[src/rtl/i2c_reg_master.sv]
// Single-master I2C register-protocol initiator: one register write or read per request.
// SCL/SDA are driven open-drain through output enables; sda_i is the sampled bus level.
`timescale 1ns/1ps

module i2c_reg_master #(
    parameter int CLK_DIV = 125
) (
    input  logic       clk,
    input  logic       rst,
    input  logic       req,
    input  logic       rw,
    input  logic [6:0] sl_addr,
    input  logic [7:0] reg_addr,
    input  logic [7:0] wdata,
    output logic       busy,
    output logic       done,
    output logic       ack_err,
    output logic [7:0] rdata,
    output logic       scl_oe,
    output logic       sda_oe,
    input  logic       sda_i
);

    localparam logic [15:0] DIV_MAX = 16'(CLK_DIV - 1);

    typedef enum logic [3:0] {
        S_IDLE, S_START, S_ADDR, S_ACK_A, S_REG, S_ACK_R, S_WDATA, S_ACK_W,
        S_RSTART, S_ADDR_RD, S_ACK_A2, S_RDATA, S_MNACK, S_STOP
    } state_t;

    state_t      r_state, w_state_nxt;
    logic [15:0] r_div;
    logic [1:0]  r_q;
    logic [2:0]  r_bit;
    logic        r_busy, r_done, r_ack_err;
    logic [7:0]  r_rdata, r_shift;
    logic        r_rw;
    logic [6:0]  r_addr;
    logic [7:0]  r_reg, r_wdata;
    logic        r_scl_oe, r_sda_d, r_sda_oe;
    logic        r_sda_s1, r_sda_s2;

    logic        w_start, w_tick, w_q_end, w_sample;
    logic        w_is_ack, w_is_bit;
    logic        w_scl_want, w_sda_want;
    logic [7:0]  w_tx_byte;

    assign w_start  = req && !r_busy;
    assign w_tick   = r_busy && (r_div == DIV_MAX);
    assign w_q_end  = w_tick && (r_q == 2'd3);
    assign w_sample = w_tick && (r_q == 2'd2);
    assign w_is_ack = (r_state == S_ACK_A) || (r_state == S_ACK_R) ||
                      (r_state == S_ACK_W) || (r_state == S_ACK_A2);
    assign w_is_bit = (r_state == S_ADDR) || (r_state == S_REG) || (r_state == S_WDATA) ||
                      (r_state == S_ADDR_RD) || (r_state == S_RDATA);

    always_ff @(posedge clk or negedge rst) begin
        if (!rst) r_state <= S_IDLE;
        else      r_state <= w_state_nxt;
    end

    always_comb begin
        w_state_nxt = r_state;
        w_scl_want  = 1'b0;
        w_sda_want  = 1'b0;
        w_tx_byte   = 8'h00;
        case (r_state)
            S_ADDR:    w_tx_byte = {r_addr, 1'b0};
            S_REG:     w_tx_byte = r_reg;
            S_WDATA:   w_tx_byte = r_wdata;
            S_ADDR_RD: w_tx_byte = {r_addr, 1'b1};
            default:   w_tx_byte = 8'h00;
        endcase
        case (r_state)
            S_IDLE: begin
                if (w_start) w_state_nxt = S_START;
            end
            S_START: begin
                w_scl_want = (r_q == 2'd3);
                w_sda_want = (r_q != 2'd0);
                if (w_q_end) w_state_nxt = S_ADDR;
            end
            S_ADDR, S_REG, S_WDATA, S_ADDR_RD: begin
                w_scl_want = (r_q == 2'd0);
                w_sda_want = ~w_tx_byte[3'd7 - r_bit];
                if (w_q_end && r_bit == 3'd7) begin
                    case (r_state)
                        S_ADDR:  w_state_nxt = S_ACK_A;
                        S_REG:   w_state_nxt = S_ACK_R;
                        S_WDATA: w_state_nxt = S_ACK_W;
                        default: w_state_nxt = S_ACK_A2;
                    endcase
                end
            end
            S_ACK_A: begin
                w_scl_want = (r_q == 2'd0);
                if (w_q_end) w_state_nxt = r_ack_err ? S_STOP : S_REG;
            end
            S_ACK_R: begin
                w_scl_want = (r_q == 2'd0);
                if (w_q_end) w_state_nxt = r_ack_err ? S_STOP : (r_rw ? S_RSTART : S_WDATA);
            end
            S_ACK_W: begin
                w_scl_want = (r_q == 2'd0);
                if (w_q_end) w_state_nxt = S_STOP;
            end
            S_ACK_A2: begin
                w_scl_want = (r_q == 2'd0);
                if (w_q_end) w_state_nxt = r_ack_err ? S_STOP : S_RDATA;
            end
            S_RDATA: begin
                w_scl_want = (r_q == 2'd0);
                if (w_q_end && r_bit == 3'd7) w_state_nxt = S_MNACK;
            end
            S_MNACK: begin
                w_scl_want = (r_q == 2'd0);
                if (w_q_end) w_state_nxt = S_STOP;
            end
            S_RSTART: begin
                w_scl_want = (r_q == 2'd0) || (r_q == 2'd3);
                w_sda_want = r_q[1];
                if (w_q_end) w_state_nxt = S_ADDR_RD;
            end
            S_STOP: begin
                w_scl_want = (r_q == 2'd0);
                w_sda_want = (r_q != 2'd3);
                if (w_q_end) w_state_nxt = S_IDLE;
            end
            default: w_state_nxt = S_IDLE;
        endcase
    end

    // SDA enable trails SCL by one extra clock so data only moves once SCL is already low.
    always_ff @(posedge clk or negedge rst) begin
        if (!rst) begin
            r_div     <= 16'd0;
            r_q       <= 2'd0;
            r_bit     <= 3'd0;
            r_busy    <= 1'b0;
            r_done    <= 1'b0;
            r_ack_err <= 1'b0;
            r_rdata   <= 8'h00;
            r_shift   <= 8'h00;
            r_rw      <= 1'b0;
            r_addr    <= 7'h00;
            r_reg     <= 8'h00;
            r_wdata   <= 8'h00;
            r_scl_oe  <= 1'b0;
            r_sda_d   <= 1'b0;
            r_sda_oe  <= 1'b0;
            r_sda_s1  <= 1'b1;
            r_sda_s2  <= 1'b1;
        end else begin
            r_done   <= 1'b0;
            r_sda_s1 <= sda_i;
            r_sda_s2 <= r_sda_s1;
            r_scl_oe <= w_scl_want;
            r_sda_d  <= w_sda_want;
            r_sda_oe <= r_sda_d;
            if (w_start) begin
                r_busy    <= 1'b1;
                r_rw      <= rw;
                r_addr    <= sl_addr;
                r_reg     <= reg_addr;
                r_wdata   <= wdata;
                r_ack_err <= 1'b0;
                r_div     <= 16'd0;
                r_q       <= 2'd0;
                r_bit     <= 3'd0;
            end else if (r_busy) begin
                r_div <= w_tick ? 16'd0 : r_div + 16'd1;
                if (w_tick) r_q <= r_q + 2'd1;
                if (w_q_end && w_is_bit) r_bit <= r_bit + 3'd1;
                if (w_sample && w_is_ack && r_sda_s2) r_ack_err <= 1'b1;
                if (w_sample && r_state == S_RDATA) r_shift <= {r_shift[6:0], r_sda_s2};
                if (w_q_end && r_state == S_STOP) begin
                    r_busy <= 1'b0;
                    r_done <= 1'b1;
                    if (r_rw && !r_ack_err) r_rdata <= r_shift;
                end
            end
        end
    end

    assign busy    = r_busy;
    assign done    = r_done;
    assign ack_err = r_ack_err;
    assign rdata   = r_rdata;
    assign scl_oe  = r_scl_oe;
    assign sda_oe  = r_sda_oe;

endmodule

[config.mk]
export PLATFORM = sky130hd
export DESIGN_NAME = i2c_reg_master
export DESIGN_NICKNAME = d
export VERILOG_FILES = /design/src/rtl/i2c_reg_master.sv
export SDC_FILE = /design/constraint.sdc
export NUM_CORES = 1
export LEC_CHECK = 0
export ABC_AREA = 1
export CORE_MARGIN = 2
export CORE_UTILIZATION = 60
export CTS_BUF_LIST = sky130_fd_sc_hd__clkbuf_8
export DETAILED_ROUTE_END_ITERATION = 12
export GPL_ROUTABILITY_DRIVEN = 0
export PLACE_DENSITY = 0.95
export SETUP_SLACK_MARGIN = 0.15
export SLEW_MARGIN = 20
export SYNTH_ARGS = -nofsm -noshare
export SYNTH_HDL_FRONTEND = slang
export SYNTH_SLANG_ARGS = --single-unit
export TNS_END_PERCENT = 30
[constraint.sdc]
create_clock -name clk -period 4 [get_ports clk]
set_input_delay 0.8 -clock clk [delete_from_list [all_inputs] [get_ports clk]]
set_output_delay 0.8 -clock clk [all_outputs]
set_load 0.02 [all_outputs]
==> results.toml, run 1 <==
[run_status]
run_status = "completed"

[critical_path]
worst_ep_required_time_ns = 4.23
critPathKind = "in -> reg"
path_buf_inv = 3
start_kind = "input port"
critPathMaxFanout = 26
slowest_delay_ns = 0.52
cp_data_arrival_time_ns = 2.59
path_cells = "clkdlybuf4s50_1 > nand2_1 > inv_1 > buf_4 > o21ai_0"
reg2reg_setup_slack_ns = 2.04
end_kind = "flop"
cp_top_family = "buffers and inverters"
cp_slowest_cell = "clkdlybuf4s50_1"

[sta]
final-hold-violation-count = 0
fin_ws_ns = 1.636
holdWs_ns = 0.3565
timing.fmax_ghz = 0.4230
min_period_over_period_pct = 59.10
period_minus_slack_ns = 2.364
fin_tns_setup_ns = 0
rsz0062_at_grt = "no"
setup_viol = 0
worst_clock_skew_ns = 0.01096
finalMaxSlewViolations = 0
slew_headroom_pct = 46.92
tightest_slew_ns = 0.7943

[yosys]
yosys_warnings = 0
ys_types = 30
syn_area_mm2 = 0.003750
synth-simple-area-share_pct = 30.13
synth_enable_flop_cells = 0
syn_inst = 481
ys_seq_area_share_pct = 48.78
synth_compound_area_share_pct = 10.08
synth_xor_xnor_area_share_pct = 1.168
muxShareOfSynthArea_pct = 0
ys_ff_latch = 73
synth_top_family_by_area = "simple AND/OR/NAND/NOR gates"
synthAdderAreaFrac_pct = 2.336
syn_area_per_cell_um2 = 7.796
ys.flop_type = "dfrtp_1"
syn_nets = 516
synthArstFlopShare_pct = 100.0

[clock_tree]
post-cts-setup-buffer-count = 0
clkTransAtPathRegs_ns = 0.07
cts.sinks = 73
clkLatencyLatePin_ns = 0.35
cts-resized-gates = 0
ctsHoldBuffers = 0
clk_path_buf_depth = 2
cts_tree = "built"
h-tree-depth = 3
root_buffer = "clkbuf_8"
cts_made_buffers = 9

[final_layout]
num_antenna_cells = 0
drive_gt1_share_pct = 9.848
largest_register_ffs = 16
top_register = "r_div"
areaGrowthSynthToFinish_pct = 18.52
instances_no_fill = 603
fin_nets = 558

[drt]
vias = 3329
drc = 0
drtAntennaViolNets = 0
routed_via_density = 5.521
drt-total-wl_um = 8087
drt_iter0_drc = 234
routedWlPerCell_um = 13.41
firstDrtPassIters = 5

[pwr]
power_density_mw_per_mm2 = 521.2
p_leak_nw = 2.234
ir_worst_vdd_mv = 0.3680

[placed_design]
portBuffers = 40
dp_cells = 587
dp_slack_ns = 1.285
dp.final_hpwl_um = 5714

[run]
cap_violations = 0

[worst_hold_path]
hold_path_class = "reg -> reg"

[grt]
antenna_found_initial = 0
grt_pass1_vias = 3114
grt_overflow = 0
grt_pass1_wl_um = 13820
grt_start_max_net_pins = 49
grt_use_total_pct = 24.45

[floorplanning]
std_cell_rows = 28
dieArea_mm2 = 0.006898
core_mm2 = 0.005991
dieHeight_um = 83.06
die_w_um = 83.06
start_util_pct = 62.59
io_pins = 41
cells by family (layout without fill, tap and decap cells):
group	after synthesis	in the layout
buffers and inverters	71	118
adder cells (fa/ha/maj)	7	7
AND/OR/NAND/NOR	261	261
AO/OA/AOI/OAI	64	64
flip-flops	73	73
XOR/XNOR	5	5
metal layers:
metal  share of wire [%]  global-route usage (%)  vias up
met2                  51                   41.79      128
met5                   0                       0        -
met3                 5.8                   5.268       12
met4                 1.1                   7.452        0
li1                    -                       -     1627
met1                  42                   31.22     1562
where the power goes:
group / leakage [nW] / internal [mW] / switching, mW
Sequential: 0.942 / 0.846 / 0.118
Combinational: 1.17 / 0.239 / 0.415
Clock: 0.124 / 0.428 / 0.271
Total: 2.23 / 1.51 / 0.804
through the flow:
step	util (%)	power [mW]	cell area, um^2
floorplan	-	1.434	3750
global placement	70.07	1.585	4198
detailed placement	70.07	1.615	4198
CTS	74.14	2.318	4442
global route	74.19	2.459	4444
finish	74.19	2.316	4444
cells in the mapped netlist (3+ instances only):
cell	n	area share, %
nand2_1	165	17
dfrtp_1	71	47
inv_1	51	5.1
nand3_1	35	4.7
o21ai_0	32	4.3
nor2_1	28	2.8
nand4_1	11	1.8
inv_2	9	0.90
o21ai_2	8	1.9
o22ai_1	8	1.3
a21oi_1	7	0.93
ha_1	7	2.3
clkbuf_1	6	0.60
nand2_2	6	1.0
nor3_1	6	0.80
nor2_4	4	1.2
buf_2	3	0.40
nor2_2	3	0.50
o31ai_1	3	0.60
xor2_1	3	0.70
area by class of cell:
cell class	instances	area (um^2)
clock buffer	10	137.6
timing repair buffer	42	412.9
fill	422	1546
sequential	73	1829
clock inverter	6	106.4
tap	75	93.84
inverter	60	225.2
multi-input combinational	337	1639
worst register-to-register path: stages, from the launching register on:
cell and delay [ns]:
dfrtp_1 0.47, inv_1 0.10, nand2_1 0.60, inv_1 0.24, buf_4 0.29, nand2_1 0.08
o21ai_0 0.08
path summary, 6_finish.rpt:
| kind | from | endpoint | depth (start not counted) |
|---|---|---|---|
| setup / recovery | req | r_wdata[3] | 5 |
| max in group asynchronous | rst | r_bit[1] | 2 |
| hold / removal | r_sda_d | sda_oe | 0 |
| hold reg to reg | r_sda_d | sda_oe | 0 |
| min in group asynchronous | rst | r_div[9] | 1 |
| setup reg to reg | busy | r_wdata[3] | 6 |
layout by cell type, fill, tap and decap left out, drive strengths merged:
cell type	count
xor2	3
ha	7
xnor2	2
inv	61
nand2	173
dfrtp	71
clkdlybuf4s50	39
clkinv	1
nand3	35
clkinvlp	1
nand4	11
clkbuf	10
o22ai	8
a211oi	1
nor2	35
bufinv	3
buf	3
nor3	6
nand3b	1
o21a	1
dfstp	2
a21oi	7
o211ai	2
o31ai	3
o21ai	42
Power figures use the tool's default switching activity.
==> run 2: changes to the inputs <==
CORE_UTILIZATION = 58   (was 60)
PLACE_DENSITY = 0.93   (was 0.95)
clock period = 2.3 ns   (was 4 ns; I/O delays follow)
==> results.toml, run 2 (synthesis results as in run 1) <==
[final_layout]
largest_register_ffs = 16
areaGrowthSynthToFinish_pct = 18.25
nFillCells = 488
num_antenna_cells = 0
final_common_cell = "nand2_1"
fin_nets = 561
final_cell_mix = "165 x nand2_1, 71 x dfrtp_1, 52 x inv_1"
fin_util_pct = 70.23
top_register = "r_div"
drive_gt1_share_pct = 10.36

[critical_path]
cp_slowest_cell = "clkdlybuf4s50_1"
cp_data_arrival_time_ns = 1.47
end_kind = "primary output"
worst_ep_required_time_ns = 1.84
path_cells = "clkdlybuf4s50_1"
path_buf_inv = 1
start_kind = "flop"
slowest_delay_ns = 0.65
reg2reg_setup_slack_ns = 0.44
critPathKind = "reg -> out"
critPathMaxFanout = 6
cp_top_family = "buffers and inverters"

[clock_tree]
clkLatencyLatePin_ns = 0.35
cts_made_buffers = 9
cts-resized-gates = 0
cts.sinks = 73
clk_path_buf_depth = 2
h-tree-depth = 3
root_buffer = "clkbuf_8"
post-cts-setup-buffer-count = 0
clkTransAtPathRegs_ns = 0.08
cts_tree = "built"
ctsHoldBuffers = 0

[floorplanning]
io_pins = 41
die_w_um = 84.41
start_util_pct = 59.39
core_mm2 = 0.006314
dieHeight_um = 84.41
std_cell_rows = 29
dieArea_mm2 = 0.007124

[run_status]
run_status = "completed"

[sta]
timing.fmax_ghz = 0.5179
period_minus_slack_ns = 1.931
setup_viol = 0
rsz0062_at_grt = "no"
worst_clock_skew_ns = 0.01305
finalMaxSlewViolations = 0
slew_headroom_pct = 54.27
tightest_slew_ns = 0.6859
min_period_over_period_pct = 83.95
fin_tns_setup_ns = 0
final-hold-violation-count = 0

[drt]
routedWlPerCell_um = 13.49
firstDrtPassIters = 7
drt-total-wl_um = 8199
drtAntennaViolNets = 0
routed_via_density = 5.535
vias = 3365
drt_iter0_drc = 263
drc = 0

[pwr]
p_leak_nw = 2.235
power_density_mw_per_mm2 = 864.5
ir_worst_vdd_mv = 0.5810

[placed_design]
portBuffers = 40
dp.final_hpwl_um = 6011

[run]
cap_violations = 0

[grt]
grt_overflow = 0
antenna_found_initial = 0
grt_pass1_vias = 3267
grt_start_max_net_pins = 38
grt_use_total_pct = 24.58
grt_pass1_wl_um = 14100

[worst_hold_path]
hold_path_class = "in -> async"
==> run 2: cell types whose count changed in the layout (fill, tap and decap cells not counted) <==
cell        before  now
clkinvlp_4       1    0
clkbuf_8        10    9
bufinv_16        3    1
buf_2            0    1
clkinv_2         1    4
clkinv_4         0    1
buf_12           0    2
==> run 2: layout make-up <==
cell class              instances  area [um^2]  share of cell area [%]
multi-input cells             337         1639                   36.96
inverters                      60        225.2                   5.079
clock buffers                   9        123.9                   2.793
flip-flops and latches         73         1829                   41.25
clock inverters                 7        62.56                   1.411
repair buffers                 45        457.9                   10.33
well taps                      77        96.34                   2.173
==> run 2: worst paths after layout <==
path	start	to	depth (start not counted)
min in group clk	r_sda_s1	r_sda_s2	0
min	rst	rdata[2]	1
min reg2reg	r_sda_s1	r_sda_s2	0
max	busy	busy	1
max reg2reg	r_state[3]	r_sda_d	11
max in group asynchronous	rst	r_q[1]	2
==> run 2: power by group <==
part	total (mW)	switching, mW	internal (mW)
registers	1.67	0.204	1.47
clock network	0.974	0.483	0.491
logic	1.18	0.766	0.419
==> run 2: stage by stage <==
stage / std cells / total power [mW] / hold WS, ns / worst slack (ns) / area [um^2]
final: 608 / 3.833 / 0.1446 / 0.3690 / 4434
after global routing: 608 / 4.055 / 0.1873 / 0.2988 / 4434
after CTS: 608 / 3.818 / 0.1674 / 0.3456 / 4434
after detailed placement: 592 / 2.842 / 0.3489 / 0.4050 / 4248
after global placement: 592 / 2.764 / 0.3341 / 0.4948 / 4248
after floorplan: 481 / 2.494 / 0.1644 / 0.6556 / 3750
==> run 2: metal layers <==
layer / track usage [%] / share of wire, %
met2: 41.70 / 50
met3: 6.883 / 5.8
met1: 30.52 / 42
met5: 0 / 0
met4: 8.225 / 1.6
==> run 3: changes to the inputs <==
CORE_UTILIZATION = 53   (was 58)
PLACE_DENSITY = 0.9   (was 0.93)
clock period = 1.6 ns   (was 2.3 ns; I/O delays follow)
==> results.toml, run 3 (synthesis results as in run 1) <==
[final_layout]
nFillCells = 471
final_common_cell = "nand2_1"
stdcell_area_mm2 = 0.005046
final_cell_mix = "145 x nand2_1, 67 x dfrtp_1, 50 x buf_4"
areaGrowthSynthToFinish_pct = 34.57
num_antenna_cells = 0
instances_no_fill = 680
largest_register_ffs = 16
top_register = "r_div"
drive_gt1_share_pct = 26.88
fin_nets = 614

[sta]
rsz0062_at_grt = "yes"
worst_clock_skew_ns = 0.01574
slew_headroom_pct = 71.93
tightest_slew_ns = 0.4206
setup_viol = 27
fin_ws_ns = -0.1886
period_minus_slack_ns = 1.789
final-hold-violation-count = 0
finalMaxSlewViolations = 0
min_period_over_period_pct = 111.8
holdWs_ns = 0.3569
timing.fmax_ghz = 0.5591

[grt]
grt_use_total_pct = 27.33
grt_pass1_wl_um = 16390
grt_overflow = 0
grt_start_max_net_pins = 74
antenna_found_initial = 0
grt_pass1_vias = 3658

[clock_tree]
clk_path_buf_depth = 2
cts_tree = "built"
h-tree-depth = 3
clkTransAtPathRegs_ns = 0.08
clkLatencyLatePin_ns = 0.36
cts.sinks = 73
cts_made_buffers = 9
root_buffer = "clkbuf_8"

[pwr]
cell_internal_pwr_mw = 3.917
power_density_mw_per_mm2 = 1286
p_leak_nw = 2.556
netSwitchingFraction_pct = 39.66
seqPwrFrac_pct = 37.1
power.switching_mw = 2.575
ir_worst_vdd_mv = 0.5564
p_comb_share_pct = 42.4
pwr-share-clk_pct = 20.6

[run_status]
run_status = "finished, violations left"
failed_checks = "setup timing"

[worst_hold_path]
min_delay_path_depth = 1
hold_start = "sda_i"
min_to = "r_sda_s1"
hold_path_class = "in -> reg"

[drt]
firstDrtPassIters = 5
drc = 0
drt_iter0_drc = 338
routedWlPerCell_um = 15.02
drtAntennaViolNets = 0
drt-total-wl_um = 10210
routed_via_density = 5.506
vias = 3744

[floorplanning]
core_mm2 = 0.006832
dieHeight_um = 88.12
dieArea_mm2 = 0.007764
die_w_um = 88.12
io_pins = 41
start_util_pct = 54.89
std_cell_rows = 30

[critical_path]
rr_worst_depth = 10
critPathKind = "reg -> reg"
reg2reg_setup_slack_ns = -0.19
r2r_end = "r_state[0]"
rr_startpoint = "r_state[3]"
worst_ep_required_time_ns = 1.83
cp_data_arrival_time_ns = 2.02
critPathMaxFanout = 5
end_kind = "flop"
start_kind = "flop"

[placed_design]
place_area_mm2 = 0.004529
dp_cells = 645
portBuffers = 40
dp.final_hpwl_um = 6471

[run]
cap_violations = 0
run 3: cell count changes in the layout (fill, tap and decap cells not counted), moves of 6 or more:
cell and change:
clkdlybuf4s50_1 -13, nand2_1 -20, dlygate4sd2_1 +12, buf_4 +47, nand3_1 -6, o21ai_1 +12, nand2_2 +15, nor2_1 -6
o21ai_0 -13, nand3_2 +6, inv_1 -8
run 3: worst max path at each step:
stage / from / endpoint / slack [ns]
2_1_floorplan: r_div[0] / rdata[5] / -0.04
5_1_grt: r_state[3] / r_state[0] / -0.23
4_1_cts: r_div[1] / rdata[0] / -0.07
3_5_place_dp: r_div[1] / rdata[0] / -0.12
6_report: r_state[3] / r_state[0] / -0.19
3_3_place_gp: r_state[1] / r_state[0] / -0.03
run 3: area by class of cell:
cell class / count / area (um^2) / share of cell area (%)
Clock inverter: 5 / 30.03 / 0.5951
Clock buffer: 11 / 151.4 / 3.000
Sequential cell: 73 / 1834 / 36.35
Tap cell: 96 / 120.1 / 2.380
Multi-Input combinational cell: 337 / 1823 / 36.13
Inverter: 60 / 230.2 / 4.562
Timing Repair Buffer: 98 / 857.1 / 16.98
run 3: layer usage:
| layer | global-route usage, % | wire length (um) | vias to the layer above |
|---|---|---|---|
| li1 | - | - | 1729 |
| met3 | 4.147 | 627 | 52 |
| met4 | 15.56 | 463 | 0 |
| met2 | 47.73 | 5058 | 197 |
| met1 | 32.03 | 4065 | 1766 |
| met5 | 0 | 0 | - |
run 3: through the flow:
step | utilization (%) | worst slack, ns | total power, mW | setup TNS [ns]
after floorplan | - | -0.04439 | 3.586 | -0.1280
after detailed placement | 66.30 | -0.1179 | 4.394 | -1.633
after CTS | 72.25 | -0.07160 | 6.072 | -0.7588
after global placement | 66.30 | -0.02992 | 4.280 | -0.1246
after global routing | 73.86 | -0.2291 | 6.774 | -4.795
final | 73.86 | -0.1886 | 6.492 | -1.984
run 3: worst max-delay path, stage by stage, from the launching register on:
cell,delay (ns)
dfrtp_2,0.46
inv_2,0.11
nor2_4,0.06
buf_6,0.13
nand2_4,0.05
nand4_1,0.15
buf_4,0.21
o21ai_4,0.23
nand2_2,0.13
nand2_2,0.09
nand2_1,0.07
run 3: power groups by stage:
| stage | Combinational (mW) | Sequential [mW] | Clock, mW |
|---|---|---|---|
| 2_1_floorplan | 1.24 | 2.34 | 0 |
| 3_3_place_gp | 1.92 | 2.36 | 0 |
| 3_5_place_dp | 2.01 | 2.38 | 0 |
| 4_1_cts | 2.37 | 2.36 | 1.34 |
| 5_1_grt | 2.94 | 2.42 | 1.41 |
| 6_report | 2.75 | 2.41 | 1.34 |
run 3: what timing repair did:
item                       4_1_cts  5_1_grt
setup buffers                   13        5
pin swaps                       14       16
hold buffers                     1        0
gates resized for setup         60       33
hold endpoints to repair        15        0
setup endpoints to repair       57       71
